==> src/rtl/clock_pkg.sv <==
// Shared definitions for the digital clock input path and display blocks.
// Holds the BCD digit width, the legal digit limits, the preset_loader FSM
// state encoding and the digit range-check helper.
package clock_pkg;

  localparam int BCD_W = 4;
  localparam logic [BCD_W-1:0] UNIT_MAX = 4'd9;
  localparam logic [BCD_W-1:0] DEC_MAX  = 4'd5;

  typedef enum logic [1:0] {
    ST_IDLE     = 2'd0,
    ST_REQ      = 2'd1,
    ST_WAIT_REL = 2'd2
  } loader_state_e;

  // True when the digit is legal for the selected position (0 = units, 1 = tens).
  function automatic logic digit_in_range(
    input logic [BCD_W-1:0] digit,
    input logic             sel,
    input logic [BCD_W-1:0] unit_max,
    input logic [BCD_W-1:0] dec_max
  );
    return sel ? (digit <= dec_max) : (digit <= unit_max);
  endfunction

endpackage

==> src/rtl/debounce.sv <==
// Two-flop synchroniser followed by a stable-count debouncer.
// Ports:
//   clk_i  - system clock
//   rst_i  - asynchronous active-low reset
//   raw_i  - raw, asynchronous input
//   deb_o  - debounced level; follows raw_i once it has been stable for
//            DEBOUNCE_CYCLES consecutive synchronised samples
module debounce #(
  parameter int DEBOUNCE_CYCLES = 1000000,
  parameter int CNT_W           = 20
) (
  input  logic clk_i,
  input  logic rst_i,
  input  logic raw_i,
  output logic deb_o
);

  localparam logic [CNT_W-1:0] CNT_LAST = CNT_W'(DEBOUNCE_CYCLES - 1);
  localparam logic [CNT_W-1:0] CNT_ZERO = {CNT_W{1'b0}};
  localparam logic [CNT_W-1:0] CNT_ONE  = {{(CNT_W-1){1'b0}}, 1'b1};

  logic             sync1_r;
  logic             sync2_r;
  logic [CNT_W-1:0] cnt_r;

  // Synchronise the raw input and count consecutive cycles of disagreement;
  // the debounced level only flips after a full run of disagreeing samples.
  always_ff @(posedge clk_i or negedge rst_i) begin
    if (!rst_i) begin
      sync1_r <= 1'b0;
      sync2_r <= 1'b0;
      cnt_r   <= CNT_ZERO;
      deb_o   <= 1'b0;
    end else begin
      sync1_r <= raw_i;
      sync2_r <= sync1_r;
      if (sync2_r == deb_o) begin
        cnt_r <= CNT_ZERO;
      end else if (cnt_r == CNT_LAST) begin
        deb_o <= sync2_r;
        cnt_r <= CNT_ZERO;
      end else begin
        cnt_r <= cnt_r + CNT_ONE;
      end
    end
  end

endmodule

==> src/rtl/preset_loader.sv <==
// Input conditioning for the seconds counter presets. Debounces the four
// digit buttons and the load button, range-checks the digit against the
// selected position and holds a load request until the counter acknowledges.
// Ports:
//   clk_i, rst_i      - clock, asynchronous active-low reset
//   but_i[3:0]        - raw digit buttons (bit 0 = LSB)
//   load_i            - raw load button, active-high
//   sel_i             - digit target: 0 = units, 1 = tens (synchronised only)
//   load_ack_i        - counter has taken the preset pair
//   preset_unit_o     - stored units digit
//   preset_decimal_o  - stored tens digit
//   load_req_o        - preset pair valid, load requested
//   err_o             - one-cycle pulse on an out-of-range load attempt
//   digit_o           - debounced button value for display preview
module preset_loader
  import clock_pkg::*;
#(
  parameter int               DEBOUNCE_CYCLES = 1000000,
  parameter int               CNT_W           = 20,
  parameter logic [BCD_W-1:0] UNIT_LIMIT      = clock_pkg::UNIT_MAX,
  parameter logic [BCD_W-1:0] DEC_LIMIT       = clock_pkg::DEC_MAX
) (
  input  logic             clk_i,
  input  logic             rst_i,
  input  logic [BCD_W-1:0] but_i,
  input  logic             load_i,
  input  logic             sel_i,
  input  logic             load_ack_i,
  output logic [BCD_W-1:0] preset_unit_o,
  output logic [BCD_W-1:0] preset_decimal_o,
  output logic             load_req_o,
  output logic             err_o,
  output logic [BCD_W-1:0] digit_o
);

  logic [BCD_W-1:0] but_deb_s;
  logic             load_deb_s;
  logic             load_prev_r;
  logic             load_evt_s;
  logic             sel_sync1_r;
  logic             sel_sync2_r;
  loader_state_e    state_r;

  for (genvar i = 0; i < BCD_W; i++) begin : g_but_deb
    debounce #(
      .DEBOUNCE_CYCLES(DEBOUNCE_CYCLES),
      .CNT_W          (CNT_W)
    ) u_but_deb (
      .clk_i(clk_i),
      .rst_i(rst_i),
      .raw_i(but_i[i]),
      .deb_o(but_deb_s[i])
    );
  end

  debounce #(
    .DEBOUNCE_CYCLES(DEBOUNCE_CYCLES),
    .CNT_W          (CNT_W)
  ) u_load_deb (
    .clk_i(clk_i),
    .rst_i(rst_i),
    .raw_i(load_i),
    .deb_o(load_deb_s)
  );

  assign digit_o    = but_deb_s;
  assign load_evt_s = load_deb_s & ~load_prev_r;

  // Slide switch needs only metastability protection, plus the load edge history.
  always_ff @(posedge clk_i or negedge rst_i) begin
    if (!rst_i) begin
      sel_sync1_r <= 1'b0;
      sel_sync2_r <= 1'b0;
      load_prev_r <= 1'b0;
    end else begin
      sel_sync1_r <= sel_i;
      sel_sync2_r <= sel_sync1_r;
      load_prev_r <= load_deb_s;
    end
  end

  // Load FSM with registered request, error pulse and preset registers.
  // The target digit is captured on the load event, so later switch or
  // button activity cannot disturb a pending request.
  always_ff @(posedge clk_i or negedge rst_i) begin
    if (!rst_i) begin
      state_r          <= ST_IDLE;
      preset_unit_o    <= 4'd0;
      preset_decimal_o <= 4'd0;
      load_req_o       <= 1'b0;
      err_o            <= 1'b0;
    end else begin
      err_o <= 1'b0;
      case (state_r)
        ST_IDLE: begin
          // Ack is not looked at here: a stray ack must never clear anything.
          if (load_evt_s) begin
            if (digit_in_range(but_deb_s, sel_sync2_r, UNIT_LIMIT, DEC_LIMIT)) begin
              if (sel_sync2_r) begin
                preset_decimal_o <= but_deb_s;
              end else begin
                preset_unit_o <= but_deb_s;
              end
              load_req_o <= 1'b1;
              state_r    <= ST_REQ;
            end else begin
              err_o   <= 1'b1;
              state_r <= ST_WAIT_REL;
            end
          end else begin
            state_r <= ST_IDLE;
          end
        end
        ST_REQ: begin
          if (load_ack_i) begin
            load_req_o <= 1'b0;
            state_r    <= ST_WAIT_REL;
          end else begin
            state_r <= ST_REQ;
          end
        end
        ST_WAIT_REL: begin
          // One action per press: wait for the button to be released.
          if (!load_deb_s) begin
            state_r <= ST_IDLE;
          end else begin
            state_r <= ST_WAIT_REL;
          end
        end
        default: begin
          load_req_o <= 1'b0;
          state_r    <= ST_IDLE;
        end
      endcase
    end
  end

endmodule

==> config.mk <==
export PLATFORM = sky130hd
export DESIGN_NAME = preset_loader
export DESIGN_NICKNAME = d
export VERILOG_FILES = /design/src/rtl/clock_pkg.sv /design/src/rtl/debounce.sv /design/src/rtl/preset_loader.sv
export SDC_FILE = /design/constraint.sdc
export NUM_CORES = 1
export LEC_CHECK = 0
export CAP_MARGIN = 0
export CORE_MARGIN = 8
export CORE_UTILIZATION = 49
export DETAILED_ROUTE_END_ITERATION = 7
export MAX_ROUTING_LAYER = met4
export PLACE_DENSITY_LB_ADDON = 0.15
export RECOVER_POWER = 25
export SYNTH_ARGS = -nofsm -noshare
export SYNTH_HDL_FRONTEND = slang
export SYNTH_SLANG_ARGS = --single-unit
==> constraint.sdc <==
create_clock -name clk_i -period 4.6 [get_ports clk_i]
set_input_delay 1.15 -clock clk_i [delete_from_list [all_inputs] [get_ports clk_i]]
set_output_delay 1.15 -clock clk_i [all_outputs]
set_load 0.01 [all_outputs]
# Word-level counts from Yosys, hierarchy flattened
# Index checks and enable logic that the tools add are counted.
[totals]
reg_bits = 130
inputBits = 9
output_inout_bits = 14
word_cells = 91
[op_classes]
add_sub_neg = 5
magnitude_cmp = 2
n_eq_ne = 15
muxes = 23
bitwise = 9
n_reduce_logical = 9
[ops]
columns = ["operator", "count"]
rows = [
  ["$mux 20", 10],
  ["$add 20x1->20 const B", 5],
  ["$eq 20x20->1 const B", 5],
  ["$reduce_and 4->1", 3],
  ["$reduce_and 2->1", 5],
  ["$mux 2", 4],
  ["$not 1->1", 8],
  ["$mux 1", 7],
  ["$ne 2x2->1 const B", 3],
  ["$pmux 2 s3", 1],
  ["$eq 1x1->1", 5],
  ["$le 4x3->1 const B", 1],
  ["$le 4x4->1 const B", 1],
  ["$pmux 1 s3", 1],
  ["$eq 2x1->1 const B", 1],
  ["$eq 2x2->1 const B", 1],
  ["$logic_not 2->1", 1],
  ["$and 1x1->1", 1],
]

# Logic depth before layout (Yosys ltp)
# Gate-level depths: netlist of run 1.
[depth]
word_depth = 5
mapped_depth = 6
ltp_nobuf = 5

# By module
# From an unflattened synthesis of run 1, not the netlist that was laid out.
[hier_totals]
hier_cells = 589
area_unflattened_um2 = 6190.9
[by_module_without_submodules]
columns = ["module", "instances", "cells_per_inst", "area_per_inst_um2", "seq_area_each_um2"]
rows = [
  ["debounce", 5, 108, 1114.8, 575.6],
  ["preset_loader", 1, 49, 616.8, 375.4],
]

# Worst setup path before layout of run 1
# OpenSTA, ideal clock, no wires.
[synth_path]
path_type = "flip-flop to flip-flop"
start = "register g_but_deb[0].u_but_deb.cnt_r[0]"
end = "register g_but_deb[0].u_but_deb.cnt_r[18]"
setup_time_ns = 0.074
t_arrival_ns = 1.951
required_ns = 4.526
slack_ns = 2.575
path_stages_with_launch = 7
path_buffers = 1
period_less_slack_ns = 2.025
path_cell_list = "dfrtp_1 > ha_1 > nand2_1 > or4_1 > clkbuf_2 > or4_4 > a21oi_2"
[synth_via]
elab_chain_cells = 3
word_cells_on_any_way = 4
classes_between = "1 x add/sub; 1 x eq/ne; 2 x mux"
[synth_rtl]
columns = ["item", "line_no", "source"]
rows = [
  ["from (decl)", "debounce.sv:24", "logic [CNT_W-1:0] cnt_r;"],
  ["from (signal assigned)", "debounce.sv:43", "cnt_r <= cnt_r + CNT_ONE;"],
  ["$add 20x1->20 or $eq 20x20->1 (tied branches)", "debounce.sv:43, debounce.sv:39", ""],
  ["$mux 20 (*)", "debounce.sv:39", "end else if (cnt_r == CNT_LAST) begin"],
  ["$mux 20 (*)", "debounce.sv:37", "if (sync2_r == deb_o) begin"],
]
# Mark *: on every way between the ends. The rest lies on a longest branch, timed or not.
# A chain may end at the register's enable or synchronous reset.

# Final worst setup path of run 1
[layout_path]
start = "register g_but_deb[1].u_but_deb.deb_o"
end = "output digit_o[1]"
[layout_lines]
columns = ["item", "line_no", "source"]
rows = [
  ["from (decl)", "debounce.sv:15", "output logic deb_o"],
  ["from (signal assigned)", "debounce.sv:40", "deb_o <= sync2_r;"],
  ["to (decl)", "preset_loader.sv:33", "output logic [BCD_W-1:0] digit_o"],
]
# No word-level cell between the ends.

==> results.md, run 1 <==
- Cell taking the most area after synthesis: dfrtp_1
- Slew margin rel.: 52.5%
- Pin count of the biggest net entering global routing: 76
- Die area: 16,300 µm²
- CTS Hold Bufs: 0
- CTS tree: done
- Post-route ant nets: 0
- Total core area: 12,100 µm²
- Clock Skews: 0.00821 ns
- Max-slew violation count: 0
- Share of layout cells above drive strength 1: 9.41%
- Reg2reg setup slack: 2.36 ns
- Number of synthesized flops with an enable pin: 0
- Fin crit share: 57.3%
- Worst slew pin tran: 0.713 ns
- Final hold vios: 0
- Worst-Skew Late Latency: 0.42 ns
- CP max FO: 7
- Crit path largest cell delay: 0.62 ns
- H-tree depth: 4
- Switch Pwr: 0.547 mW
- Sequential share of power: 44.2%
- Seq cells post-synth: 130
- Net Sw Frac: 20.6%
- Drt initial violations: 393
- Worst Path Buf+Inv: 1
- Num ports: 23
- Placed Area: 6480 µm²
- Via Count: 4,386
- Leading cell type in the layout, fill and taps excluded: dfrtp_1
- Design area: 7100 µm²
- Vias per cell: 5.52
- Post-cts resize count: 0
- Internal power: 2.11 mW
- Dpl hpwl: 7.66 mm
- Outcome: complete, no violations
- Comb pwr share: 2.6%
- Num rows: 40
- Reg2reg start: g_but_deb[0].u_but_deb.cnt_r[16]
- Initial core utilization: 50.5%
- Most frequent cells in the layout: 130 x dfrtp_1, 72 x nor2_1, 40 x nand3_1, 40 x xor2_1, 33 x nand2_1
- Worst Path Arrival: 1.49 ns
- GPL Wtd Cong: 0.809
- Clk pwr share: 53.2%
- Worst Setup EP: digit_o[1]
- Nets: 628
- Port Buffer Count: 22
- Levels on crit path: 1
- Cells after Synth: 592
- Worst hold stages: 0
- Mapped Avg Cell Area: 10.3 µm²
- Crit end category: output port
- Post-CTS setup buffer count: 0
- Sequential area share after synthesis: 53.4%
- Drt total wl: 11.6 mm
- RSZ-0062 raised after global routing: no
- Warnings from Yosys: 0
- GR Overflow Total: 0
- Number of global-route vias before repair: 4,347
- Antenna cells: 0
- Synth async-reset ratio: 100%
- Reg2Reg Depth: 5
- VDD IR max: 250 µV
- Critical Path Slowest Stage Cell: clkdlybuf4s50_1
- Chip Width: 127 µm
- Worst-path cell chain: clkdlybuf4s50_1
- Reg2Reg Capture Point: g_but_deb[0].u_but_deb.cnt_r[4]
- Dominant synthesized flop cell: dfrtp_1
- Pre-CTS setup slack: 2.38 ns
- Num CTS Buffers: 17
- Setup TNS: 0 ns
- PwrDens: 375 nW/µm²
- FMAX: 0.379 GHz
- Initial antenna violation count: 0
- Worst setup margin: 1.96 ns
- Clock sinks: 130
- Pleak: 2.97 nW
- Area added between synthesis and finish: 16.5%
- Delay-heaviest family, CP: buffers and inverters
- Clock-pin slew on the worst setup and hold paths: 0.05 ns
- Minimum clock period after layout: 2.64 ns
- Root buffer cell: clkbuf_16
- First-pass GRT wire length: 20.5 mm
- Drt pass-1 iters: 5
- CP required: 3.45 ns
- Synth top area cells: dfrtp_1 53%, xor2_1 5.8%, nor2_1 4.4%
- Setup Crit Path Kind: reg2out
- Max_cap viols: 0
- Startpoint Class: flop
- Mapped cell area: 6090 µm²
- Die H: 127 µm
- Final setup viols: 0
- Critical Path Source: g_but_deb[1].u_but_deb.deb_o
- Net Count, Synth: 606
- Count of cell types in the netlist: 43
- WL/cell: 14.6 µm
- DRC: 0
- GRT Util Overall: 16.0%
- Post-synth top area share: 53.4%
- Hold Path Class: reg2reg
- Clock Path Buffers: 2
==> routing by layer <==
metal | vias to the layer above | part of all wire (%) | GRT usage, %
li1 | 2158 | - | -
met1 | 2154 | 48 | 19.6
met2 | 61 | 47 | 24.5
met3 | 13 | 3.4 | 4.78
met4 | 0 | 1.5 | 6.16
met5 | - | 0 | -
==> cell type report <==
class / instances / area, µm²
inverters: 11 / 41.3
well taps: 168 / 210
clock buffers: 22 / 464
clock inverters: 10 / 156
flip-flops and latches: 130 / 3250
fillers: 1025 / 4960
multi-input cells: 426 / 2700
repair buffers: 28 / 275
==> kinds of logic after synthesis <==
group	count (synthesis)	synth area share, %
multiplexers	12	2.22
AO/OA/AOI/OAI	77	7.52
buffers and inverters	36	2.57
XOR/XNOR	64	9.20
adder cells (fa/ha/maj)	5	1.03
AND/OR/NAND/NOR	268	24.1
flip-flops	130	53.4
==> worst min path at each step <==
stage / from / to
6_report: g_but_deb[0].u_but_deb.sync1_r / g_but_deb[0].u_but_deb.sync2_r
5_1_grt: g_but_deb[2].u_but_deb.sync1_r / g_but_deb[2].u_but_deb.sync2_r
4_1_cts: sel_sync1_r / sel_sync2_r
3_5_place_dp: sel_sync1_r / sel_sync2_r
3_3_place_gp: g_but_deb[3].u_but_deb.sync1_r / g_but_deb[3].u_but_deb.sync2_r
2_1_floorplan: g_but_deb[0].u_but_deb.sync1_r / g_but_deb[0].u_but_deb.sync2_r
==> Yosys cell counts, types with 3 or more instances <==
cell type / number
or3_1: 14
buf_4: 4
or4_1: 17
o31ai_1: 16
and2_1: 4
nand4_1: 22
xor2_1: 40
inv_1: 11
and3_1: 15
and4_1: 8
xnor2_1: 24
buf_2: 4
nor2_1: 72
nor4b_1: 6
nor2b_1: 3
nor3_1: 11
o21ai_0: 20
nand4b_1: 4
a21oi_1: 32
or4b_2: 3
ha_1: 5
clkbuf_1: 16
nand2_1: 33
mux2_2: 12
nand3_1: 40
dfrtp_1: 130
nor4_1: 9
==> stage by stage <==
| stage | util [%] | hold WS [ns] | instances | power [mW] |
|---|---|---|---|---|
| finish | 58.8 | 0.348 | 795 | 2.66 |
| global route | 58.8 | 0.354 | 795 | 2.76 |
| CTS | 58.8 | 0.350 | 795 | 2.70 |
| detailed placement | 53.7 | 0.338 | 763 | 1.27 |
| global placement | 53.7 | 0.332 | 763 | 1.27 |
| floorplan | - | 0.331 | 592 | 1.22 |
==> power groups by stage <==
stage,clock network (mW),registers [mW],logic (mW)
floorplan,0,1.19,0.0319
global placement,0,1.19,0.0726
detailed placement,0,1.20,0.0737
CTS,1.45,1.18,0.0747
global route,1.50,1.18,0.0827
finish,1.42,1.18,0.0705
==> flip-flops by register name, summed over array words and instances (netlist names) <==
register                     count
u_load_deb.sync2_r               1
load_req_o                       1
u_load_deb.cnt_r                20
load_prev_r                      1
preset_decimal_o                 4
state_r                          2
sel_sync1_r                      1
u_load_deb.deb_o                 1
g_but_deb.u_but_deb.sync1_r      4
preset_unit_o                    4
sel_sync2_r                      1
g_but_deb.u_but_deb.cnt_r       80
err_o                            1
g_but_deb.u_but_deb.deb_o        4
u_load_deb.sync1_r               1
g_but_deb.u_but_deb.sync2_r      4
No activity file was read; power rests on OpenSTA's default activity.
==> run 2, diff against run 1 <==
==> constraint.sdc (replaced) <==
create_clock -name clk_i -period 2.18 [get_ports clk_i]
set_input_delay 0.545 -clock clk_i [delete_from_list [all_inputs] [get_ports clk_i]]
set_output_delay 0.545 -clock clk_i [all_outputs]
set_load 0.01 [all_outputs]
==> run 2 against run 1 <==
Compared with the run above:
- largest cell class unchanged
- combinational power rose by 120%
- non-clock buffer count rose by 11
- setup slack got worse by 1.9 ns
- clock-buffer cell count rose by 1
- utilization rose by 0.37 points
- worst hold slack improved by 0.00057 ns
- critical path type unchanged
- via count rose by 2.2%
==> results.md, run 2 (same netlist as run 1, synthesis figures left out) <==
- Reg2reg setup slack: 0.11 ns
- Vias per cell: 5.56
- M2 GR Usage: 24.5%
- RSZ-0062 raised after global routing: no
- PwrDens: 761 nW/µm²
- Chip Width: 127 µm
- Biggest register: g_but_deb.u_but_deb.cnt_r
- Critical Path Slowest Stage Cell: clkdlybuf4s50_1
- Crit path largest cell delay: 0.61 ns
- Most frequent cells in the layout: 130 x dfrtp_1, 72 x nor2_1, 40 x nand3_1, 40 x xor2_1, 33 x nand2_1
- GRT Util Overall: 15.9%
- Met3 Usage GRT: 3.83%
- Dpl hpwl: 7.99 mm
- Placed insts: 774
- Gr busiest metal: met2
- Delay-heaviest family, CP: buffers and inverters
- Crit end category: output port
- Worst Path Buf+Inv: 1
- Via Count: 4,483
- Num rows: 40
- Total core area: 12,100 µm²
- Post-CTS setup buffer count: 0
- Biggest regs: g_but_deb.u_but_deb.cnt_r x80, u_load_deb.cnt_r x20
- Hold Path Class: reg2reg
- Num CTS Buffers: 17
- Filler Cells Inserted: 1,065
- VDD IR max: 693 µV
- Met1 usage: 19.4%
- Minimum clock period after layout: 2.08 ns
- Clock-pin slew on the worst setup and hold paths: 0.05 ns
- Worst setup margin: 0.0960 ns
- Setup Crit Path Kind: reg2out
- Share of layout cells above drive strength 1: 11.4%
- Max_cap viols: 0
- Area added between synthesis and finish: 17.3%
- DRC: 0
- Clock sinks: 130
- GPL Wtd Cong: 0.848
- Pleak: 3.00 nW
- FMAX: 0.480 GHz
- Pin count of the biggest net entering global routing: 94
- Port Buffer Count: 22
- Initial core utilization: 50.5%
- Max-slew violation count: 0
- WL/cell: 14.4 µm
- Final setup viols: 0
- Root buffer cell: clkbuf_16
- Slew margin rel.: 17.8%
- CTS tree: done
- Initial antenna violation count: 0
- Worst-path cell chain: clkdlybuf4s50_1
- Largest register FFs: 80
- Num ports: 23
- Outcome: complete, no violations
- CP max FO: 7
- Leading cell type in the layout, fill and taps excluded: dfrtp_1
- Clock Skews: 0.00855 ns
- Nets: 639
- Fin crit share: 95.6%
- Pre-CTS setup slack: -0.0154 ns
- Post-route ant nets: 0
- Die H: 127 µm
- Drt initial violations: 283
- GR Overflow Total: 0
- Worst-Skew Late Latency: 0.42 ns
- First-pass GRT wire length: 20.3 mm
- Util after Layout: 59.2%
- H-tree depth: 4
- CP required: 1.63 ns
- Startpoint Class: flop
- Clock Path Buffers: 2
- Worst slew pin tran: 1.23 ns
- Number of global-route vias before repair: 4,313
- Fin cells: 806
- Final hold vios: 0
- Antenna cells: 0
- CTS Hold Bufs: 0
- Drt total wl: 11.6 mm
- Drt pass-1 iters: 4
- Worst Path Arrival: 1.54 ns
- Die area: 16,300 µm²
==> run 2: area by class of cell <==
cell class	instances	area, µm²	area share, %
well taps	168	210	2.94
clock inverters	9	104	1.45
repair buffers	39	343	4.80
inverters	11	41.3	0.578
clock buffers	23	488	6.83
flip-flops and latches	130	3250	45.6
multi-input cells	426	2700	37.8
==> run 2: path summary, 6_finish.rpt <==
check                                                     from                          endpoint  cells past startpoint
worst min-delay path            g_but_deb[2].u_but_deb.sync1_r    g_but_deb[2].u_but_deb.sync2_r                      0
worst max-delay path              g_but_deb[2].u_but_deb.deb_o                        digit_o[2]                      1
max in group asynchronous                                rst_i              u_load_deb.cnt_r[16]                      2
worst max register to register             u_load_deb.cnt_r[0]              u_load_deb.cnt_r[18]                      5
worst min register to register  g_but_deb[2].u_but_deb.sync1_r    g_but_deb[2].u_but_deb.sync2_r                      0
min in group asynchronous                                rst_i  g_but_deb[0].u_but_deb.cnt_r[17]                      2
==> run 2: repair_timing <==
item	CTS	global route
pin swaps	0	0
setup endpoints to repair	1	1
gates resized for setup	1	1
==> run 2: stage by stage <==
stage | hold slack, ns | setup TNS (ns) | power, mW | instance area [µm²]
floorplan | 0.249 | 0 | 2.58 | 6090
global placement | 0.332 | 0 | 2.68 | 6560
detailed placement | 0.337 | -0.0154 | 2.69 | 6560
CTS | 0.195 | 0 | 5.51 | 7150
global route | 0.356 | 0 | 5.62 | 7140
finish | 0.349 | 0 | 5.44 | 7140
==> run 2: routing by layer <==
layer,vias up,wire [µm]
met5,-,0
met4,0,191
met3,17,388
met2,64,5560
met1,2215,5460
li1,2187,-
==> run 2: report_power, final <==
group	internal [mW]	leakage, nW	switching, mW	total (mW)
combinational	0.0513	0.934	0.102	0.153
sequential	2.45	1.78	0.0318	2.48
clock	1.80	0.289	1.01	2.80
